[config.mk]
export PLATFORM = sky130hd
export DESIGN_NAME = sa_host_if
export DESIGN_NICKNAME = d
export VERILOG_FILES = /design/src/rtl/sa_pkg.sv /design/src/rtl/sa_result_serializer.sv /design/src/rtl/sa_host_if.sv
export SDC_FILE = /design/constraint.sdc
export NUM_CORES = 1
export LEC_CHECK = 0
export CELL_PAD_IN_SITES_DETAIL_PLACEMENT = 1
export CELL_PAD_IN_SITES_GLOBAL_PLACEMENT = 1
export CORE_ASPECT_RATIO = 1.2
export CORE_MARGIN = 2
export CORE_UTILIZATION = 35
export DETAILED_ROUTE_END_ITERATION = 8
export PLACE_DENSITY_LB_ADDON = 0.2
export RECOVER_POWER = 50
export SYNTH_ARGS = -nofsm -noshare
export SYNTH_HDL_FRONTEND = slang
export SYNTH_HIERARCHICAL = 1
export SYNTH_SLANG_ARGS = --single-unit
[constraint.sdc]
create_clock -name clk -period 2.6 [get_ports clk]
set_input_delay 0.65 -clock clk [delete_from_list [all_inputs] [get_ports clk]]
set_output_delay 0.65 -clock clk [all_outputs]
set_load 0.02 [all_outputs]
[src/rtl/sa_pkg.sv]
// Shared state encoding and default sizes for the systolic-array host interface.
package sa_pkg;

  localparam int SA_ROWS     = 8;
  localparam int SA_INWIDTH  = 8;
  localparam int SA_OUTWIDTH = 32;
  localparam int SA_LENW     = 16;

  typedef enum logic [2:0] {
    IDLE,
    FEED,
    WAIT_RES,
    DRAIN,
    ACK
  } sa_state_e;

endpackage

[src/rtl/sa_result_serializer.sv]
// Captures one result set and streams it column 0..ROWS-1; first word one cycle after capture.
// res_data/res_col/res_last hold while res_ready is low; set_done marks the last word's handshake.
module sa_result_serializer #(
  parameter int ROWS     = 8,
  parameter int OUTWIDTH = 32
) (
  input  logic                           clk,
  input  logic                           rstn,
  input  logic                           capture,
  input  logic                           start,
  input  logic                           last_set,
  input  logic [ROWS-1:0][OUTWIDTH-1:0]  routport,
  output logic                           res_valid,
  input  logic                           res_ready,
  output logic [OUTWIDTH-1:0]            res_data,
  output logic [$clog2(ROWS)-1:0]        res_col,
  output logic                           res_last,
  output logic                           set_done
);

  localparam int CW = $clog2(ROWS);
  localparam logic [CW-1:0] LAST_COL = CW'(ROWS - 1);

  logic [ROWS-1:0][OUTWIDTH-1:0] cap_q;

  always_ff @(posedge clk) begin
    if (!rstn) begin
      cap_q     <= '0;
      res_valid <= 1'b0;
      res_col   <= '0;
    end else begin
      if (capture) cap_q <= routport;
      if (start) begin
        res_valid <= 1'b1;
        res_col   <= '0;
      end else if (res_valid && res_ready) begin
        if (res_col == LAST_COL) res_valid <= 1'b0;
        else                     res_col   <= res_col + CW'(1);
      end
    end
  end

  assign res_data = cap_q[res_col];
  assign res_last = res_valid && last_set && (res_col == LAST_COL);
  assign set_done = res_valid && res_ready && (res_col == LAST_COL);

endmodule

[src/rtl/sa_host_if.sv]
// Host front end for a ROWSxROWS systolic core: feeds K operand beats (inpvalid one cycle after
// each beat), then drains ROWS result sets; operand and result streams are valid/ready.
module sa_host_if
  import sa_pkg::*;
#(
  parameter int ROWS     = SA_ROWS,
  parameter int INWIDTH  = SA_INWIDTH,
  parameter int OUTWIDTH = SA_OUTWIDTH,
  parameter int LENW     = SA_LENW
) (
  input  logic                           clk,
  input  logic                           rstn,
  input  logic                           cmd_valid,
  output logic                           cmd_ready,
  input  logic [LENW-1:0]                cmd_len,
  input  logic                           src_valid,
  output logic                           src_ready,
  input  logic [ROWS*INWIDTH-1:0]        src_a,
  input  logic [ROWS*INWIDTH-1:0]        src_w,
  output logic                           inpvalid,
  output logic [ROWS-1:0][INWIDTH-1:0]   ainport,
  output logic [ROWS-1:0][INWIDTH-1:0]   winport,
  input  logic [ROWS-1:0][OUTWIDTH-1:0]  routport,
  input  logic [ROWS-1:0]                rvalidport,
  output logic                           outread,
  output logic                           res_valid,
  input  logic                           res_ready,
  output logic [OUTWIDTH-1:0]            res_data,
  output logic [$clog2(ROWS)-1:0]        res_col,
  output logic                           res_last,
  output logic                           busy,
  output logic                           done
);

  localparam int SW = $clog2(ROWS + 1);
  localparam logic [SW-1:0] ROWS_S = SW'(ROWS);

  sa_state_e        state, state_nxt;
  logic [LENW-1:0]  len_q;
  logic [LENW-1:0]  beat_cnt;
  logic [SW-1:0]    set_cnt;
  logic             capture, start, set_done;
  logic             outread_nxt, done_nxt;

  always_comb begin
    state_nxt   = state;
    cmd_ready   = 1'b0;
    src_ready   = 1'b0;
    capture     = 1'b0;
    start       = 1'b0;
    outread_nxt = 1'b0;
    done_nxt    = 1'b0;
    case (state)
      IDLE: begin
        cmd_ready = 1'b1;
        if (cmd_valid) begin
          if (cmd_len != '0) state_nxt = FEED;
          else               done_nxt  = 1'b1;
        end
      end
      FEED: begin
        src_ready = 1'b1;
        if (src_valid && (beat_cnt + LENW'(1) == len_q)) state_nxt = WAIT_RES;
      end
      WAIT_RES: begin
        // Only a complete set is captured; partial valids keep us waiting.
        if (&rvalidport) begin
          capture   = 1'b1;
          start     = 1'b1;
          state_nxt = DRAIN;
        end
      end
      DRAIN: begin
        if (set_done) begin
          outread_nxt = 1'b1;
          state_nxt   = ACK;
        end
      end
      ACK: begin
        if (set_cnt < ROWS_S) begin
          state_nxt = WAIT_RES;
        end else begin
          done_nxt  = 1'b1;
          state_nxt = IDLE;
        end
      end
      default: state_nxt = IDLE;
    endcase
  end

  always_ff @(posedge clk) begin
    if (!rstn) begin
      state    <= IDLE;
      len_q    <= '0;
      beat_cnt <= '0;
      set_cnt  <= '0;
      inpvalid <= 1'b0;
      ainport  <= '0;
      winport  <= '0;
      outread  <= 1'b0;
      done     <= 1'b0;
    end else begin
      state    <= state_nxt;
      inpvalid <= 1'b0;
      outread  <= outread_nxt;
      done     <= done_nxt;
      if (state == IDLE && cmd_valid) begin
        len_q    <= cmd_len;
        beat_cnt <= '0;
        set_cnt  <= '0;
      end
      if (state == FEED && src_valid) begin
        inpvalid <= 1'b1;
        ainport  <= src_a;
        winport  <= src_w;
        beat_cnt <= beat_cnt + LENW'(1);
      end
      if (state == DRAIN && set_done) set_cnt <= set_cnt + SW'(1);
    end
  end

  assign busy = (state != IDLE);

  sa_result_serializer #(
    .ROWS     (ROWS),
    .OUTWIDTH (OUTWIDTH)
  ) u_ser (
    .clk       (clk),
    .rstn      (rstn),
    .capture   (capture),
    .start     (start),
    .last_set  (set_cnt == SW'(ROWS - 1)),
    .routport  (routport),
    .res_valid (res_valid),
    .res_ready (res_ready),
    .res_data  (res_data),
    .res_col   (res_col),
    .res_last  (res_last),
    .set_done  (set_done)
  );

endmodule

# Word level (Yosys, flattened, before mapping)
# Cells that the tools add are included.
[op_classes]
addsub = 3
n_mul = 0
n_div = 0
magnitude_cmp = 2
n_eq_ne = 12
shifts = 0
mux = 26
bitwise_logic = 2
reduce_logical = 21
[ops]
columns = ["op", "n"]
rows = [
  ["$bmux 32 s3", 1],
  ["$mux 16", 2],
  ["$mux 32", 1],
  ["$add 16x1->16 const B", 1],
  ["$eq 16x16->1", 1],
  ["$reduce_bool 16->1", 1],
  ["$mux 3", 5],
  ["$pmux 3 s5", 1],
  ["$mux 1", 12],
  ["$ne 2x2->1 const B", 5],
  ["$logic_and 1x1->1", 8],
  ["$mux 4", 2],
  ["$reduce_and 8->1", 1],
  ["$reduce_bool 2->1", 4],
  ["$eq 3x2->1 const B", 2],
  ["$eq 3x3->1 const B", 2],
  ["$reduce_and 2->1", 3],
  ["$reduce_and 5->1", 1],
  ["$add 4x1->4 const B", 1],
  ["$eq 4x3->1 const B", 1],
  ["$lt 3x4->1 const B", 1],
  ["$lt 4x4->1 const B", 1],
  ["$add 3x1->3 const B", 1],
  ["$eq 3x1->1 const B", 1],
  ["other kinds (6)", 7],
]
[totals]
reg_bits = 430
latchBits = 0
mem_bits_rw = 0
rom_bits = 0
word_cells = 99
memories = 0

# Logic depth before layout (Yosys ltp)
# Gate-level depths: netlist (run 1).
[depth]
word_depth = 5
ltp_mapped = 8
depth_no_buf = 7

# By module
# Netlist (run 1), hierarchy kept.
[modules_own_cells]
columns = ["mod", "n_inst", "cells_per_inst", "area_per_inst_um2"]
rows = [
  ["sa_result_serializer", 1, 957, 11798.8],
  ["sa_host_if", 1, 879, 6792.8],
]

# Least setup slack after synthesis (run 1)
# No wires, ideal clock.
[synth_path]
path_kind = "input port to flip-flop"
start = "input rvalidport[4]"
end = "register u_ser/cap_q[0] (netlist bit)"
arrival_ns = 2.257
required_ns = 2.484
setup_slack_ns = 0.227
path_stages = 8
path_cell_list = "nand4_1 or4_1 nor2_1 clkbuf_1 buf_2 buf_2 mux2i_1 nor2b_1"
[synth_via]
elab_chain_len = 3
[synth_lines]
columns = ["element", "line", "text"]
rows = [
  ["start: declaration", "sa_host_if.sv:24", "input logic [ROWS-1:0] rvalidport,"],
  ["$reduce_and 8->1", "sa_host_if.sv:67", "if (&rvalidport) begin"],
  ["$mux 1", "sa_host_if.sv:67", ""],
  ["$mux 1", "sa_host_if.sv:53", "case (state)"],
  ["net capture", "sa_host_if.sv:42", "logic capture, start, set_done;"],
  ["end signal: assignment", "sa_result_serializer.sv:32", "if (capture) cap_q <= routport;"],
  ["end: declaration", "sa_result_serializer.sv:24", "logic [ROWS-1:0][OUTWIDTH-1:0] cap_q;"],
]
# The timed path passes the listed nets, and every way through them passes these cells.
# A chain may end at the register's enable or synchronous reset.

# Worst setup path in the final report (run 1)
[layout_path]
start = "register u_ser.res_col[0]"
end = "output res_data[28]"
[layout_via]
elab_chain_len = 2
[layout_lines]
columns = ["element", "line", "text"]
rows = [
  ["start: declaration", "sa_result_serializer.sv:16", "output logic [$clog2(ROWS)-1:0] res_col,"],
  ["start signal: assignment", "sa_result_serializer.sv:38", "else res_col <= res_col + CW'(1);"],
  ["$bmux 32 s3", "sa_result_serializer.sv:43", "assign res_data = cap_q[res_col];"],
  ["$mux 32 (implied by the code)", "sa_result_serializer.sv:43", ""],
  ["end: declaration", "sa_host_if.sv:28", "output logic [OUTWIDTH-1:0] res_data,"],
]
# Every way passes these cells. The select of a mux whose other input is x is not followed.

==> results.py, run 1 <==
metrics = {
    "status": {
        "status": "complete, but fails checks",
        "violations": "negative setup slack",
    },
    "logic_synthesis": {
        "avgSynthCellArea_um2": 10.13,
        "synth_edf_count": 0,
        "synth_flop_cell": "dfxtp_1",
        "ys_types": 55,
        "synth_area_leaders": "dfxtp_1 (46%), mux2i_1 (14%), nor2b_1 (8.6%)",
        "ys_async_sr_fraction": 0,
        "syn_inst": 1836,
        "syn_area_um2": 18590,
        "synth_top_cell_by_area": "dfxtp_1",
        "synth_nets": 2253,
        "ys_ff_latch": 430,
        "ys_warn_count": 6,
        "ys_seq_area_frac": 0.4630,
        "yosysTopAreaCellShare": 0.4630,
    },
    "final_layout": {
        "area_delta_synth_final_pct": 47.85,
        "final_common_cell": "clkdlybuf4s50_1",
        "layout.cells.non_filler": 3184,
        "final_util": 0.5237,
        "drive_gt1_frac": 0.1295,
        "fin_nets": 2839,
        "layout_common_cells": "clkdlybuf4s50_1 (545), dfxtp_1 (425), nand2_1 (311)",
        "nFillCells": 5800,
    },
    "power": {
        "p_leak_uw": 0.009188,
        "power.total_uw": 14880,
        "vdd_drop_max_uv": 416.7,
        "powerDensity_nw_per_um2": 541.2,
    },
    "global_route": {
        "grt_overflow": 0,
        "grt_pass1_wl_um": 97960,
        "grt_max_degree": 244,
        "grt_usage": 0.2282,
        "grt_pass1_vias": 16941,
        "antenna_found_initial": 32,
    },
    "die": {
        "start_util": 0.3542,
        "rows": 92,
        "io_pins": 584,
        "dieArea_um2": 54990,
        "die_h_um": 256.5,
        "dieWidth_um": 214.4,
        "core_um2": 52490,
    },
    "drt": {
        "drt_iter0_drc": 571,
        "wl_per_cell_um": 20.35,
        "top_layer_used": "met5",
        "via_per_inst": 4.899,
        "met3WireLength_um": 4928,
        "vias": 15600,
        "drc": 0,
        "drt_pass1_iterations": 4,
        "wl_met1_um": 24310,
        "routed_wl_um": 64790,
        "antenna_left": 0,
        "met2_length_um": 32930,
    },
    "min_path": {
        "whs_path_depth": 2,
        "holdPathEnd": "u_ser/res_valid$_SDFFE_PN0P_",
        "hp-start": "rstn",
        "hold_path.class": "primary input to register",
    },
    "timing": {
        "skew_ps": 10.90,
        "finalMaxSlewViolations": 0,
        "tightest_slew_ps": 832.5,
        "setup_ws_ps": -307.0,
        "fin_crit_sh": 1.118,
        "rsz0062_at_grt": "yes",
        "hold_viol_final": 0,
        "maxSlewHeadroom": 0.4450,
        "holdWs_ps": 399.1,
        "setup_viol": 59,
        "fmax_mhz": 344.0,
        "layout_min_cycle_time_ps": 2907,
    },
    "setup_path": {
        "worstPathArrival_ps": 2260,
        "critPathLaunchType": "register",
        "crit_buf_inv": 4,
        "critical_path_depth": 6,
        "r2r_slack_ps": -80,
        "path_class": "register to primary output",
        "cp_slowest_cell": "mux4_2",
        "rr_worst_depth": 9,
        "r2r_end": "beat_cnt[3]$_SDFFE_PN0P_",
        "cp.required_ps": 1950,
        "r2r_start": "state[0]$_SDFFE_PN0P_",
        "crit_chain": "buf_12 -> buf_8 -> buf_12 -> mux4_2 -> mux2_4 -> buf_6",
        "crit_family": "multiplexers",
        "worst-path-max-fanout": 4,
        "critical-path-max-stage-delay_ps": 490,
        "cp-end-kind": "primary output",
        "crit_top_cell": "buf_12",
    },
    "place": {
        "port_buffers": 583,
        "place_inst": 3057,
        "dp_hpwl_um": 48180,
        "gp_congestion": 0.8291,
    },
    "cts": {
        "clk-insertion-delay-late_ps": 570,
        "tritoncts": "built",
        "clockBufferDepth": 3,
        "clk_pin_slew_ps": 60,
        "htreeDepth": 2,
        "postCtsHoldBufs": 0,
        "cts_num_sinks": 430,
        "cts_buffers": 47,
        "cts-root-buf": "clkbuf_16",
    },
    "run": {
        "drv_cap": 0,
    },
}
==> layout make-up <==
type,count,area (µm²),area share
inverters,4,17.52,0.0006373
clock buffers,70,1405,0.05112
well taps,705,882.1,0.03209
diodes,23,57.56,0.002094
multi-input cells,1263,9301,0.3384
repair buffers,676,7088,0.2579
flip-flops and latches,430,8620,0.3136
clock inverters,13,116.4,0.004233
==> worst max path at each step <==
stage	startpoint	to
2_1_floorplan	rvalidport[4]	u_ser/cap_q[0]$_SDFFE_PN0P_
3_3_place_gp	rvalidport[4]	u_ser/cap_q[1]$_SDFFE_PN0P_
3_5_place_dp	rvalidport[4]	u_ser/cap_q[203]$_SDFFE_PN0P_
4_1_cts	u_ser/res_col[0]$_SDFFE_PP0P_	res_data[2]
5_1_grt	u_ser/res_col[0]$_SDFFE_PP0P_	res_data[28]
6_report	u_ser/res_col[0]$_SDFFE_PP0P_	res_data[28]
==> stage by stage <==
step	setup slack, ps	cell area (µm²)	TNS [ps]
floorplan	226.8	18590	0
global placement	-303.2	25540	-64640
detailed placement	-335.8	25540	-67990
CTS	-381.7	27380	-10030
global route	-366.6	27480	-24010
finish	-307.0	27490	-9169
==> synth_stat cells (all sizes together), types with 11 or more instances <==
cell	number
o21ai	21
a21oi	167
xnor2	12
nand4	11
buf	75
mux4	64
mux2	32
nor2b	257
mux2i	258
nor2	37
clkbuf	64
nand2	311
dfxtp	430
==> report_power, final <==
group | internal (µW) | switching (µW)
Clock | 3920 | 2710
Sequential | 6690 | 66.8
Combinational | 877 | 610
Total | 11500 | 3390
==> worst reg2reg max path: stages (launching register included) <==
cell and delay (ps):
dfxtp_1 610, nor3b_1 590, clkbuf_1 180, and2_1 350, buf_6 320, buf_12 250, nand2_1 90, nand2_1 80
a21oi_1 70, nor2_1 80
==> state kept, by name, indices dropped and copies added (netlist names) <==
signal / count
set_cnt: 4
inpvalid: 1
state: 3
outread: 1
winport: 64
done: 1
u_ser/res_col: 3
ainport: 64
beat_cnt: 16
len_q: 16
u_ser/cap_q: 256
u_ser/res_valid: 1
==> timing repair <==
action,4_1_cts,5_1_grt
pin swaps,1,0
setup buffers,15,5
endpoints found under the setup margin,36,33
resized for setup,202,24
cloned,3,1
==> cell families (layout without fill, tap and decap cells) <==
group,Yosys count,in the layout,synth area share
multiplexers,354,354,0.2423
other,0,23,0
AO/OA/AOI/OAI,206,206,0.05889
buffers and inverters,143,763,0.03816
adder cells (fa/ha/maj),4,4,0.002692
flip-flops,430,430,0.4630
XOR/XNOR,20,20,0.01016
AND/OR/NAND/NOR,679,679,0.1848
==> routing by layer <==
| layer | track usage | up-vias |
|---|---|---|
| li1 | - | 7472 |
| met1 | 0.2437 | 7546 |
| met2 | 0.4110 | 434 |
| met3 | 0.07544 | 128 |
| met4 | 0.09587 | 20 |
| met5 | 0 | - |
No activity file was read; power rests on OpenSTA's default activity.
==> run 2: changes to the inputs <==
CTS_CLUSTER_SIZE = 8   (was not set)
==> run 2 against run 1 <==
The run still ends with negative setup slack left. Via count about the same. Hold slack worse by 31 ps. Sequential power about the same. Routed wire length rose by 0.96%. Cell count is 0.69% lower. Clock power increased by 1%. Total power rose by 0.63%. Maximum frequency decreased by 2.2%.
==> results.py, run 2 (synthesis results as in run 1) <==
metrics = {
    "status": {
        "violations": "negative setup slack",
        "status": "complete, but fails checks",
    },
    "final_layout": {
        "seqCellArea_um2": 8620,
        "multi_input_area_um2": 9313,
        "reg_top3": "u_ser/cap_q: 256 flops, ainport: 64 flops, winport: 64 flops",
        "fin_nets": 2853,
        "area_delta_synth_final_pct": 47.65,
        "largest_register_ff_count": 256,
        "top_register": "u_ser/cap_q",
        "layout_common_cells": "clkdlybuf4s50_1 (545), dfxtp_1 (425), nand2_1 (310)",
        "final_common_cell": "clkdlybuf4s50_1",
        "drive_gt1_frac": 0.1264,
        "nFillCells": 5755,
        "final_area_um2": 27450,
    },
    "drt": {
        "via_per_inst": 4.936,
        "vias": 15607,
        "wl_met1_um": 24690,
        "drt_iter0_drc": 576,
        "routed_wl_um": 65410,
        "drc": 0,
        "met2_length_um": 33660,
        "top_layer_used": "met5",
        "wl_per_cell_um": 20.69,
        "antenna_left": 0,
        "met3WireLength_um": 4693,
        "drt_pass1_iterations": 4,
    },
    "die": {
        "start_util": 0.3542,
        "dieArea_um2": 54990,
        "die_h_um": 256.5,
        "io_pins": 584,
        "dieWidth_um": 214.4,
        "core_um2": 52490,
        "rows": 92,
    },
    "global_route": {
        "grt_pass1_vias": 16971,
        "antenna_found_initial": 28,
        "grt_pass1_wl_um": 98910,
        "grt_max_degree": 244,
        "grt_overflow": 0,
        "grt_usage": 0.2309,
    },
    "power": {
        "vdd_drop_max_uv": 454.4,
        "p_int_uw": 11550,
        "pwr-share-comb": 0.100,
        "p_leak_uw": 0.009186,
        "powerDensity_nw_per_um2": 545.3,
        "sequentialPowerShare": 0.452,
        "p_clk_frac": 0.448,
        "power.switching_uw": 3419,
        "swShare": 0.2284,
    },
    "cts": {
        "clk_pin_slew_ps": 50,
        "clockBufferDepth": 3,
        "tritoncts": "built",
        "postCtsHoldBufs": 0,
        "cts_buffers": 59,
        "cts_num_sinks": 430,
        "htreeDepth": 2,
        "cts-root-buf": "clkbuf_16",
        "clk-insertion-delay-late_ps": 600,
    },
    "timing": {
        "finalMaxSlewViolations": 0,
        "fmax_mhz": 336.5,
        "rsz0062_at_grt": "yes",
        "skew_ps": 20.24,
        "setup_ws_ps": -372.1,
        "setup_viol": 142,
        "hold_viol_final": 0,
        "fin_crit_sh": 1.143,
        "maxSlewHeadroom": 0.4282,
        "layout_min_cycle_time_ps": 2972,
        "tightest_slew_ps": 857.7,
    },
    "run": {
        "drv_cap": 0,
    },
    "min_path": {
        "hold_path.class": "primary input to register",
        "hp-start": "rstn",
        "whs_path_depth": 2,
        "holdPathEnd": "u_ser/res_valid$_SDFFE_PN0P_",
    },
    "place": {
        "dp_hpwl_um": 48180,
        "gp_congestion": 0.8291,
        "port_buffers": 583,
        "placed_cell_area_um2": 25540,
        "pre_cts_slack_ps": -335.8,
    },
    "setup_path": {
        "worst-path-max-fanout": 9,
        "r2r_slack_ps": -130,
        "rr_worst_depth": 9,
        "r2r_start": "state[0]$_SDFFE_PN0P_",
        "worstPathArrival_ps": 2320,
        "path_class": "register to primary output",
        "r2r_end": "beat_cnt[3]$_SDFFE_PN0P_",
        "cp.required_ps": 1950,
        "critPathLaunchType": "register",
        "cp-end-kind": "primary output",
    },
}
-- run 2: cell types whose count changed in the layout (fill, tap and decap cells not counted), moves of 4 or more --
| cell | previous run | this run |
|---|---|---|
| buf_4 | 44 | 49 |
| buf_6 | 41 | 37 |
| clkbuf_1 | 12 | 2 |
| clkbuf_16 | 50 | 59 |
| clkbuf_8 | 10 | 1 |
| clkinv_2 | 10 | 0 |
-- run 2: final cells by class --
type / count / share of cell area
multi-input combinational: 1263 / 0.3392
sequential: 430 / 0.3140
timing repair buffer: 678 / 0.2574
clock buffer: 61 / 0.05442
tap: 705 / 0.03213
antenna: 20 / 0.001823
inverter: 4 / 0.0006381
clock inverter: 1 / 0.0003191
-- run 2: per-stage QoR --
stage / hold slack, ps / TNS (ps) / power [µW] / cells / utilization
after detailed placement: 445.8 / -67990 / 8413 / 3057 / 0.4866
after CTS: 328.5 / -12550 / 15210 / 3132 / 0.5196
after floorplan: 444.7 / 0 / 7401 / 1836 / -
after global routing: 354.6 / -34690 / 15560 / 3160 / 0.5229
after global placement: 441.2 / -64640 / 8381 / 3057 / 0.4866
final: 368.5 / -15130 / 14970 / 3162 / 0.5230
-- run 2: how the worst max path moves through the flow --
| stage | startpoint | end | slack, ps |
|---|---|---|---|
| detailed placement | rvalidport[4] | u_ser/cap_q[203]$_SDFFE_PN0P_ | -340 |
| global route | u_ser/res_col[0]$_SDFFE_PP0P_ | res_data[4] | -440 |
| floorplan | rvalidport[4] | u_ser/cap_q[0]$_SDFFE_PN0P_ | 230 |
| finish | u_ser/res_col[0]$_SDFFE_PP0P_ | res_data[4] | -370 |
| CTS | u_ser/res_col[0]$_SDFFE_PP0P_ | res_data[11] | -490 |
| global placement | rvalidport[4] | u_ser/cap_q[1]$_SDFFE_PN0P_ | -300 |
-- run 2: critical path, stage by stage (launching register included) --
cell,delay [ps]
dfxtp_4,420
buf_12,130
buf_12,150
mux4_2,550
mux2_4,300
buf_2,170
-- run 2: timing repair --
action                     CTS  global route
setup endpoints to repair   37            33
hold endpoints to repair     0             0
cloned                       3             0
gates resized for setup    183            31
pin swaps                    1             0
buffers inserted            10            12
-- run 2: layer usage --
layer	track usage	up-vias
li1	-	7460
met1	0.2493	7571
met2	0.4127	431
met3	0.07628	127
met4	0.09703	18
met5	0	-
-- run 2: power groups by stage --
stage	Clock [µW]	Combinational, µW	Sequential [µW]
2_1_floorplan	0	401	7000
3_3_place_gp	0	1480	6900
3_5_place_dp	0	1510	6910
4_1_cts	6920	1520	6770
5_1_grt	7190	1590	6780
6_report	6710	1490	6770
